<file path="src/rtl/tpg_seq_ctrl.sv">
// Raster timing and frame-aligned pattern mode sequencer for the TPG.
// Define TPG_SEQ_AUTO_EN to build the dwell counter and automatic mode cycling.
module tpg_seq_ctrl #(
    parameter int unsigned H_ACTIVE     = 1920,
    parameter int unsigned H_FP         = 88,
    parameter int unsigned H_SYNC       = 44,
    parameter int unsigned H_BP         = 148,
    parameter int unsigned V_ACTIVE     = 1080,
    parameter int unsigned V_FP         = 4,
    parameter int unsigned V_SYNC       = 5,
    parameter int unsigned V_BP         = 36,
    parameter logic        SYNC_POL     = 1'b1,
    parameter int unsigned DWELL_FRAMES = 64,
    parameter int unsigned NUM_MODES    = 16
) (
    input  logic        seq_clk_i,
    input  logic        seq_rst_i,
    input  logic        en_i,
    input  logic        auto_i,
    input  logic        mode_req_i,
    input  logic [3:0]  mode_sel_i,
    output logic        mode_ack_o,
    output logic        vs_o,
    output logic        hs_o,
    output logic        de_o,
    output logic [3:0]  mode_o,
    output logic        frame_start_o,
    output logic [15:0] frame_cnt_o
);

    localparam int unsigned H_TOTAL = H_ACTIVE + H_FP + H_SYNC + H_BP;
    localparam int unsigned V_TOTAL = V_ACTIVE + V_FP + V_SYNC + V_BP;

    localparam logic [11:0] HLast    = 12'(H_TOTAL - 1);
    localparam logic [11:0] VLast    = 12'(V_TOTAL - 1);
    localparam logic [12:0] HActive  = 13'(H_ACTIVE);
    localparam logic [12:0] VActive  = 13'(V_ACTIVE);
    localparam logic [12:0] HsStart  = 13'(H_ACTIVE + H_FP);
    localparam logic [12:0] HsEnd    = 13'(H_ACTIVE + H_FP + H_SYNC);
    localparam logic [12:0] VsStart  = 13'(V_ACTIVE + V_FP);
    localparam logic [12:0] VsEnd    = 13'(V_ACTIVE + V_FP + V_SYNC);
    localparam logic [3:0]  ModeMax  = 4'(NUM_MODES - 1);

    typedef enum logic [1:0] {StIdle, StRun, StDrain} state_e;

    state_e      st_q, st_d;
    logic [11:0] h_q, h_d, v_q, v_d;
    logic        boundary;
    logic [3:0]  mode_q, mode_d;
    logic        ack_d, de_d, hs_d, vs_d;
    logic        ack_q, de_q, hs_q, vs_q, fs_q;
    logic [15:0] fcnt_q;

`ifdef TPG_SEQ_AUTO_EN
    localparam int unsigned DwellW = (DWELL_FRAMES > 1) ? $clog2(DWELL_FRAMES) : 1;
    localparam logic [DwellW-1:0] DwellLast = DwellW'(DWELL_FRAMES - 1);
    logic [DwellW-1:0] dwell_q, dwell_d;
`else
    logic unused_auto;
    assign unused_auto = auto_i;
`endif

    // Next raster position; boundary marks the cycle about to show h=v=0 in RUN.
    always_comb begin
        st_d     = st_q;
        h_d      = h_q;
        v_d      = v_q;
        boundary = 1'b0;
        case (st_q)
            StIdle: begin
                h_d = '0;
                v_d = '0;
                if (en_i) begin
                    st_d     = StRun;
                    boundary = 1'b1;
                end
            end
            StRun, StDrain: begin
                if (h_q == HLast && v_q == VLast) begin
                    h_d = '0;
                    v_d = '0;
                    if (en_i) begin
                        st_d     = StRun;
                        boundary = 1'b1;
                    end else begin
                        st_d = StIdle;
                    end
                end else begin
                    if (h_q == HLast) begin
                        h_d = '0;
                        v_d = v_q + 12'd1;
                    end else begin
                        h_d = h_q + 12'd1;
                    end
                    st_d = en_i ? StRun : StDrain;
                end
            end
            default: begin
                st_d = StIdle;
                h_d  = '0;
                v_d  = '0;
            end
        endcase
    end

    always_comb begin
        mode_d = mode_q;
        ack_d  = 1'b0;
`ifdef TPG_SEQ_AUTO_EN
        dwell_d = dwell_q;
`endif
        if (boundary) begin
            if (mode_req_i) begin
                mode_d = (mode_sel_i > ModeMax) ? ModeMax : mode_sel_i;
                ack_d  = 1'b1;
`ifdef TPG_SEQ_AUTO_EN
                dwell_d = '0;
`endif
            end
`ifdef TPG_SEQ_AUTO_EN
            else if (auto_i) begin
                if (dwell_q == DwellLast) begin
                    mode_d  = (mode_q == ModeMax) ? 4'd0 : mode_q + 4'd1;
                    dwell_d = '0;
                end else begin
                    dwell_d = dwell_q + 1'b1;
                end
            end
`endif
        end
    end

    // Outputs are decoded from the next position so they register in step with it.
    always_comb begin
        logic        active;
        logic [12:0] hx, vx;
        active = (st_d != StIdle);
        hx     = {1'b0, h_d};
        vx     = {1'b0, v_d};
        de_d   = active && (hx < HActive) && (vx < VActive);
        hs_d   = (active && hx >= HsStart && hx < HsEnd) ? SYNC_POL : ~SYNC_POL;
        vs_d   = (active && vx >= VsStart && vx < VsEnd) ? SYNC_POL : ~SYNC_POL;
    end

    always_ff @(posedge seq_clk_i) begin
        if (seq_rst_i) begin
            st_q   <= StIdle;
            h_q    <= '0;
            v_q    <= '0;
            mode_q <= '0;
            ack_q  <= 1'b0;
            de_q   <= 1'b0;
            hs_q   <= ~SYNC_POL;
            vs_q   <= ~SYNC_POL;
            fs_q   <= 1'b0;
            fcnt_q <= '0;
`ifdef TPG_SEQ_AUTO_EN
            dwell_q <= '0;
`endif
        end else begin
            st_q   <= st_d;
            h_q    <= h_d;
            v_q    <= v_d;
            mode_q <= mode_d;
            ack_q  <= ack_d;
            de_q   <= de_d;
            hs_q   <= hs_d;
            vs_q   <= vs_d;
            fs_q   <= boundary;
            if (boundary) begin
                fcnt_q <= fcnt_q + 16'd1;
            end
`ifdef TPG_SEQ_AUTO_EN
            dwell_q <= dwell_d;
`endif
        end
    end

    assign mode_ack_o    = ack_q;
    assign vs_o          = vs_q;
    assign hs_o          = hs_q;
    assign de_o          = de_q;
    assign mode_o        = mode_q;
    assign frame_start_o = fs_q;
    assign frame_cnt_o   = fcnt_q;

endmodule

</file>
<file path="config.mk">
export PLATFORM = sky130hd
export DESIGN_NAME = tpg_seq_ctrl
export DESIGN_NICKNAME = d
export VERILOG_FILES = /design/src/rtl/tpg_seq_ctrl.sv
export SDC_FILE = /design/constraint.sdc
export NUM_CORES = 1
export LEC_CHECK = 0
export ABC_AREA = 1
export CAP_MARGIN = 15
export CORE_UTILIZATION = 45
export CTS_CLUSTER_SIZE = 16
export DETAILED_ROUTE_END_ITERATION = 8
export GPL_ROUTABILITY_DRIVEN = 0
export PLACE_DENSITY = 0.66
export SYNTH_ARGS = -nofsm -noshare
export SYNTH_HDL_FRONTEND = slang
export SYNTH_SLANG_ARGS = --single-unit
</file>
<file path="constraint.sdc">
create_clock -name seq_clk_i -period 2.3 [get_ports seq_clk_i]
set_input_delay 0.46 -clock seq_clk_i [delete_from_list [all_inputs] [get_ports seq_clk_i]]
set_output_delay 0.46 -clock seq_clk_i [all_outputs]
set_load 0.01 [all_outputs]
</file>
Yosys cells after proc, flatten, opt, wreduce, memory -nomap -nowiden
Cells that the tools add are included.
{"block": "word_totals", "regBits": 51, "latchBits": 0, "ramBits": 0, "mem_bits_ro": 0, "out_inout_bits": 25, "mem_count": 0}
{"block": "classes", "add_sub_neg": 3, "mul": 0, "div_mod_pow": 0, "order_cmp": 7, "eq_ne": 4, "shift": 0, "n_mux": 18, "bitwise_logic": 1, "reduce_logical": 12}
{"cell": "two-way mux 12 bit", "count": 6}
{"cell": "< comparator 12 x 11 -> 1 bit, second input constant", "count": 3}
{"cell": "adder 12 x 1 -> 12 bit, second input constant", "count": 2}
{"cell": "greater-or-equal comparator 12 x 11 -> 1 bit, second input constant", "count": 2}
{"cell": "adder 16 x 1 -> 16 bit, second input constant", "count": 1}
{"cell": "== test 12 x 11 -> 1 bit, second input constant", "count": 1}
{"cell": "== test 12 bit, second input constant", "count": 1}
{"cell": "< comparator 12 bit, second input constant", "count": 1}
{"cell": "logical AND 1 bit", "count": 7}
{"cell": "two-way mux 1 bit", "count": 6}
{"cell": "two-way mux 2 bit", "count": 3}
{"cell": "greater-than comparator 4 bit, second input constant", "count": 1}
{"cell": "two-way mux 4 bit", "count": 1}
{"cell": "one-hot mux 2 bit (2 select lines)", "count": 1}
{"cell": "OR reduction 2 bit", "count": 2}
{"cell": "== test 2 x 1 -> 1 bit, second input constant", "count": 1}
{"cell": "== test 2 bit, second input constant", "count": 1}
{"cell": "zero test 2 bit", "count": 1}
{"cell": "one-hot mux 1 bit (2 select lines)", "count": 1}
{"cell": "AND reduction 2 bit", "count": 1}
{"cell": "nonzero test 2 bit", "count": 1}
{"cell": "inverter 1 bit", "count": 1}

Longest topological paths before layout
Gate-level depths: netlist of run 1.
{"block": "depth", "depth_word": 8, "mapped_depth": 15}

Worst setup path before layout of run 1
No wires, ideal clock.
{"block": "synth_path", "kind": "register to register", "from": "register h_q[0]", "to": "register de_q (netlist: de_o)", "arrival_time_ns": 1.587, "t_required_ns": 2.187, "slack_ns": 0.600, "path_stages_with_launch": 13, "n_path_buf": 0, "cell_sequence": "dfxtp_1 > ha_1 > nand2_1 > nor2_2 > nand2_1 > nor2_4 > nand3_2 > o21ai_1 > nand3_1 > nor2_1 > nand2_1 > nor2_1 > nor2_1"}
{"block": "synth_via", "elab_chain_len": 7, "elab_cells_between_ends": 16}
{"element": "start, declared", "line": "47", "source": "logic [11:0] h_q, h_d, v_q, v_d;"}
{"element": "start signal, assigned", "line": "148", "source": "h_q <= '0;"}
{"element": "start signal, assigned", "line": "162", "source": "h_q <= h_d;"}
{"element": "adder 12 x 1 -> 12 bit or == test 12 bit (tied branches)", "line": "93, 79, 89"}
{"element": "two-way mux 12 bit or logical AND 1 bit (tied branches)", "line": "89, 79"}
{"element": "two-way mux 12 bit or two-way mux 2 bit (tied branches)", "line": "79", "source": "if (h_q == HLast && v_q == VLast) begin"}
{"element": "two-way mux 12 bit or one-hot mux 2 bit (2 select lines) (tied branches)", "line": "69", "source": "case (st_q)"}
{"element": "< comparator 12 x 11 -> 1 bit or nonzero test 2 bit (tied branches)", "line": "140, 137"}
{"element": "logical AND 1 bit", "line": "140", "source": "de_d = active && (hx < HActive) && (vx < VActive);"}
{"element": "logical AND 1 bit *", "line": "140"}
{"element": "end signal, assigned", "line": "152", "source": "de_q <= 1'b0;"}
{"element": "end signal, assigned", "line": "166", "source": "de_q <= de_d;"}
{"element": "end, declared", "line": "51", "source": "logic ack_q, de_q, hs_q, vs_q, fs_q;"}
Mark *: on every way between the ends. The rest lies on a longest branch, timed or not.
A chain may end at the register's enable or synchronous reset.

Worst setup path after layout of run 1
{"block": "layout_path", "from": "register h_q[0]", "to": "register fcnt_q[12] (netlist: frame_cnt_o[12])"}
{"block": "layout_via", "elab_chain_len": 4}
{"element": "== test 12 bit", "line": "79"}
{"element": "logical AND 1 bit", "line": "79"}
{"element": "two-way mux 1 bit", "line": "79"}
{"element": "one-hot mux 1 bit (2 select lines)", "line": "69"}
{"element": "end signal, assigned", "line": "171", "source": "fcnt_q <= fcnt_q + 16'd1;"}
{"element": "end, declared", "line": "52", "source": "logic [15:0] fcnt_q;"}
Every way passes these cells.

==> impl_metrics.env, run 1 <==
export IMPL_setup_ws_ns=0.228
export IMPL_min_to="mode_o[1]"
export IMPL_dpl_hpwl_um=4880
export IMPL_synth_lib_cells_used_distinct=36
export IMPL_ctsHoldBuffers=0
export IMPL_synth_area_leaders="dfxtp_1 35%, nand2_1 14%, nor2_1 9.1%"
export IMPL_ys_ff_latch=51
export IMPL_drt_vias_per_instance=4.99
export IMPL_n_antenna_cell=0
export IMPL_drtIter0Drc=135
export IMPL_period_share_pct=90.1
export IMPL_async_reset_ff_share_pct=0
export IMPL_syn_nets=460
export IMPL_final_nets=496
export IMPL_dp_slack_ns=0.258
export IMPL_grt_pass1_wl_um=10900
export IMPL_num_vias=2790
export IMPL_cts_made_buffers=5
export IMPL_fin_tns_setup_ns=0
export IMPL_synthCells=445
export IMPL_synthDominantCellAreaShare_pct=34.8
export IMPL_leakagePower_uw=0.00138
export IMPL_antenna_found_initial=0
export IMPL_arrival_ns=2.27
export IMPL_syn_area_um2=2930
export IMPL_worst_clock_skew_ns=0.0109
export IMPL_period_needed_ns=2.07
export IMPL_die_h_um=82.7
export IMPL_fill_cells=637
export IMPL_path_class="reg -> reg"
export IMPL_htreeDepth=2
export IMPL_worst_slew_pin_slew_ns=0.548
export IMPL_grt_max_degree=26
export IMPL_gr_total_overflow=0
export IMPL_drc=0
export IMPL_status="finished, final reports clean"
export IMPL_die_width_um=82.7
export IMPL_layout_drive_gt1_share_pct=8.92
export IMPL_rows=29
export IMPL_r2r_start="h_q[0]"
export IMPL_whs_ns=0.447
export IMPL_cts_root_buffer="clkbuf_8"
export IMPL_cap_violations=0
export IMPL_finalHoldViolCount=0
export IMPL_clkTransAtPathRegs_ns=0.09
export IMPL_timing_critical_path_to_type="flop"
export IMPL_slew_violations=0
export IMPL_ys_warnings_count=0
export IMPL_total_power_uw=1640
export IMPL_cts_setup_buffers=0
export IMPL_synth_edf_count=0
export IMPL_slew_headroom_pct=63.1
export IMPL_fin_cells=559
export IMPL_ir_drop_v=0.000294
export IMPL_cts_tree="done"
export IMPL_grt_pass1_vias=2451
export IMPL_track_usage_pct=20.5
export IMPL_synth_top_area_cell="dfxtp_1"
export IMPL_hp_class="reg -> reg"
export IMPL_cp_required_ns=2.50
export IMPL_dp_cells=551
export IMPL_ant_nets=0
export IMPL_post_cts_resized=0
export IMPL_hold_path_depth=2
export IMPL_wl_per_cell_um=11.5
export IMPL_yosysSeqAreaShare_pct=34.8
export IMPL_clk_latency_ns=0.30
export IMPL_routed_wl_um=6400
export IMPL_power_density_nw_per_um2=478
export IMPL_rrSetupSlack_ns=0.23
export IMPL_dominantRegCellSynth="dfxtp_1"
export IMPL_grt_setup_unrepaired="false"
export IMPL_initial_core_util_pct=46.5
export IMPL_timing_rr_end="frame_cnt_o[12]"
export IMPL_path_max_fanout=11
export IMPL_cts_buffer_depth=2
export IMPL_port_buffers=32
export IMPL_finalSetupViolCount=0
export IMPL_dr_pass1_iters=4
export IMPL_ff2ff_path_depth=12
export IMPL_hold_path_startpoint="mode_o[1]"
export IMPL_avgSynthCellArea_um2=6.59
export IMPL_cts_sinks=51
export IMPL_coreArea_um2=6310
export IMPL_cp_start_kind="flop"
export IMPL_io_pins=34
export IMPL_synthToLayoutAreaGrowth_pct=16.8
export IMPL_timing_fmax_mhz=483
export IMPL_die_area_um2=6840
## power by group
| group | leakage, µW | internal (µW) | switching [µW] |
|---|---|---|---|
| clock network | 0.0000422 | 215 | 294 |
| logic | 0.000925 | 83.8 | 128 |
| registers | 0.000413 | 904 | 14.0 |
| total | 0.00138 | 1200 | 436 |
## registers in the layout (all words and copies together), names as in the netlist
register,count
frame_cnt_o,16
h_q,12
v_q,12
mode_o,4
st_q,2
de_o,1
frame_start_o,1
hs_o,1
mode_ack_o,1
vs_o,1
## cells in the mapped netlist, types with 2 or more instances
library cell	n
xnor2_1	4
buf_6	2
a21oi_1	22
ha_1	6
o21ai_0	10
inv_2	7
dfxtp_1	51
nand3_4	2
xor2_1	9
nor2_1	71
a31oi_1	2
nor2_4	3
nor3_1	12
nand3_1	41
nand2_2	6
nand3_2	3
clkbuf_1	6
o21ai_1	5
nor2_2	4
inv_1	52
nand2_1	107
nand4_1	6
## cell families (layout without fill, tap and decap cells)
family / after synthesis / count (layout) / synth area share (%)
AND/OR/NAND/NOR: 264 / 264 / 41.8
buffers and inverters: 69 / 106 / 9.51
flip-flops: 51 / 51 / 34.8
AO/OA/AOI/OAI: 42 / 42 / 7.47
XOR/XNOR: 13 / 13 / 3.88
adder cells (fa/ha/maj): 6 / 6 / 2.56
## placed cells by master, fill, tap and decap left out, types with 2 or more instances in the layout
cell type / synthesis / routed
o21ai_0: 10 / 10
nand3_2: 3 / 3
buf_4: 1 / 7
nand3_4: 2 / 2
clkbuf_8: 0 / 5
a21oi_1: 22 / 22
nand2_1: 107 / 107
a31oi_1: 2 / 2
nand3_1: 41 / 41
o21ai_1: 5 / 5
inv_2: 7 / 7
nand4_1: 6 / 6
ha_1: 6 / 6
nor2_2: 4 / 4
nor3_1: 12 / 12
inv_1: 52 / 52
nor2_4: 3 / 3
clkdlybuf4s50_1: 0 / 32
xnor2_1: 4 / 4
dfxtp_1: 51 / 51
nor2_1: 71 / 71
nand2_2: 6 / 6
xor2_1: 9 / 9
clkbuf_1: 6 / 2
## worst max-delay path: stages, from the launching register on
cell,delay [ns]
dfxtp_1,0.36
ha_1,0.18
nand2_1,0.08
nor2_2,0.20
nand3_4,0.15
nor2_4,0.16
nand2_2,0.06
nand2_2,0.22
nand3_2,0.16
nor2_4,0.17
nand4_1,0.10
nand2_1,0.07
nor2_1,0.04
## per-stage QoR
stage	instance area, µm²	util, %
floorplan	2930	-
global placement	3340	53.0
detailed placement	3340	53.0
CTS	3430	54.3
global route	3430	54.3
finish	3430	54.3
## area by class of cell
cell class	count	area, µm²	share of cell area, %
Clock buffer	7	76.3	2.23
Clock inverter	1	5.00	0.146
Timing Repair Buffer	39	373	10.9
Inverter	59	221	6.46
Tap cell	77	96.3	2.81
Multi-Input combinational cell	325	1630	47.7
Sequential cell	51	1020	29.8
## routing by layer
metal | share of wire (%) | vias to the layer above | routed length [µm] | global-route usage [%]
met1 | 47 | 1259 | 3030 | 26.8
li1 | - | 1473 | - | -
met5 | 0 | - | 0 | 0
met3 | 4.3 | 4 | 274 | 3.41
met2 | 48 | 54 | 3060 | 35.9
met4 | 0.50 | 0 | 32 | 3.10
## worst max-delay path by stage
stage | from | end | slack [ns] | depth (start not counted)
floorplan | h_q[0] | de_o | 0.60 | 12
global placement | h_q[0] | de_o | 0.29 | 12
detailed placement | h_q[0] | frame_cnt_o[12] | 0.26 | 12
CTS | h_q[0] | frame_cnt_o[12] | 0.23 | 12
global route | h_q[0] | de_o | 0.008 | 12
finish | h_q[0] | frame_cnt_o[12] | 0.23 | 12
Power figures use the tool's default switching activity.
==> run 2: changes to the inputs <==
--- a/config.mk
+++ b/config.mk
@@ -7,11 +7,11 @@
 export LEC_CHECK = 0
 export ABC_AREA = 1
 export CAP_MARGIN = 15
-export CORE_UTILIZATION = 45
+export CORE_UTILIZATION = 52
 export CTS_CLUSTER_SIZE = 16
 export DETAILED_ROUTE_END_ITERATION = 8
 export GPL_ROUTABILITY_DRIVEN = 0
-export PLACE_DENSITY = 0.66
+export PLACE_DENSITY = 0.75
 export SYNTH_ARGS = -nofsm -noshare
 export SYNTH_HDL_FRONTEND = slang
 export SYNTH_SLANG_ARGS = --single-unit
==> impl_metrics.env, run 2 (synthesis gave the netlist of run 1 again) <==
export IMPL_clkTransAtPathRegs_ns=0.10
export IMPL_cts_tree="done"
export IMPL_worst_slew_pin_slew_ns=0.536
export IMPL_cp_start_kind="flop"
export IMPL_clk_latency_ns=0.31
export IMPL_gr_total_overflow=0
export IMPL_final_nets=497
export IMPL_grt_max_degree=26
export IMPL_slew_headroom_pct=63.9
export IMPL_die_h_um=77.1
export IMPL_cts_sinks=51
export IMPL_cts_root_buffer="clkbuf_8"
export IMPL_cap_violations=0
export IMPL_cp_required_ns=2.51
export IMPL_status="finished, final reports clean"
export IMPL_htreeDepth=2
export IMPL_worst_clock_skew_ns=0.0115
export IMPL_fin_cells=553
export IMPL_dr_pass1_iters=4
export IMPL_rows=26
export IMPL_die_width_um=77.1
export IMPL_grt_pass1_vias=2725
export IMPL_setup_ws_ns=0.203
export IMPL_path_class="reg -> reg"
export IMPL_cts_made_buffers=5
export IMPL_wl_per_cell_um=11.9
export IMPL_drc=0
export IMPL_ir_drop_v=0.000338
export IMPL_synthToLayoutAreaGrowth_pct=17.8
export IMPL_leakagePower_uw=0.00140
export IMPL_timing_critical_path_to_type="flop"
export IMPL_period_needed_ns=2.10
export IMPL_coreArea_um2=5270
export IMPL_dp_slack_ns=0.225
export IMPL_path_max_fanout=11
export IMPL_io_pins=34
export IMPL_drt_vias_per_instance=5.14
export IMPL_post_cts_resized=0
export IMPL_port_buffers=32
export IMPL_fin_tns_setup_ns=0
export IMPL_slew_violations=0
export IMPL_drtIter0Drc=121
export IMPL_antenna_found_initial=0
export IMPL_die_area_um2=5940
export IMPL_finalHoldViolCount=0
export IMPL_track_usage_pct=23.5
export IMPL_grt_setup_unrepaired="false"
export IMPL_cts_buffer_depth=2
export IMPL_ant_nets=0
export IMPL_grt_pass1_wl_um=11400
export IMPL_finalSetupViolCount=0
export IMPL_n_antenna_cell=0
export IMPL_num_vias=2840
export IMPL_power_density_nw_per_um2=511
export IMPL_whs_ns=0.450
export IMPL_period_share_pct=91.2
export IMPL_layout_commonest_cell="nand2_1"
export IMPL_routed_wl_um=6560
export IMPL_timing_fmax_mhz=477
export IMPL_most_common_layout_cells="107 x nand2_1, 71 x nor2_1, 52 x inv_1"
export IMPL_initial_core_util_pct=55.7
export IMPL_dpl_hpwl_um=4770
export IMPL_hp_class="reg -> reg"
export IMPL_largest_reg_flops=16
export IMPL_arrival_ns=2.30
export IMPL_dp_cells=542
export IMPL_layout_drive_gt1_share_pct=9.52
run 2: routing by layer:
layer | vias up | share of wire [%] | GRT usage [%]
met5 | - | 0 | 0
met4 | 0 | 0.96 | 8.68
met3 | 6 | 4.0 | 4.05
met2 | 70 | 49 | 42.6
met1 | 1287 | 46 | 27.5
li1 | 1477 | - | -
run 2: report_power, final:
part           internal, µW  switching (µW)
combinational          82.2             127
sequential              905            13.8
clock                   324             315
total                  1310             456
run 2: final cells by class:
class / count / area [µm²]
clock buffers: 5 / 68.8
inverters: 59 / 221
well taps: 70 / 87.6
fillers: 494 / 1810
flip-flops and latches: 51 / 1020
clock inverters: 3 / 43.8
repair buffers: 40 / 380
multi-input cells: 325 / 1630
run 2: final timing paths:
kind | from | end | slack [ns] | cells past startpoint
setup / recovery | h_q[0] | frame_cnt_o[12] | 0.20 | 12
hold / removal | mode_o[1] | mode_o[1] | 0.45 | 2
setup reg to reg | h_q[0] | frame_cnt_o[12] | 0.20 | 12
hold reg to reg | mode_o[1] | mode_o[1] | 0.45 | 2
run 2: through the flow:
step / util, % / power, µW / area [µm²]
after floorplan: - / 1070 / 2930
after global placement: 63.0 / 1140 / 3320
after detailed placement: 63.0 / 1150 / 3320
after CTS: 65.1 / 1780 / 3430
after global routing: 65.6 / 1830 / 3460
final: 65.6 / 1770 / 3460
run 2: critical path: stages, from the launching register on:
cell	delay (ns)
dfxtp_1	0.37
ha_1	0.18
nand2_1	0.08
nor2_2	0.19
nand3_4	0.18
nor2_4	0.18
nand2_2	0.06
nand2_2	0.22
nand3_2	0.15
nor2_4	0.16
nand4_1	0.09
nand2_1	0.07
nor2_1	0.05
run 2: repair_timing:
action                                 CTS  global route
endpoints found under the hold margin    0             0
buffers inserted                         0             3
setup endpoints to repair                0             1
hold buffers                             0             0
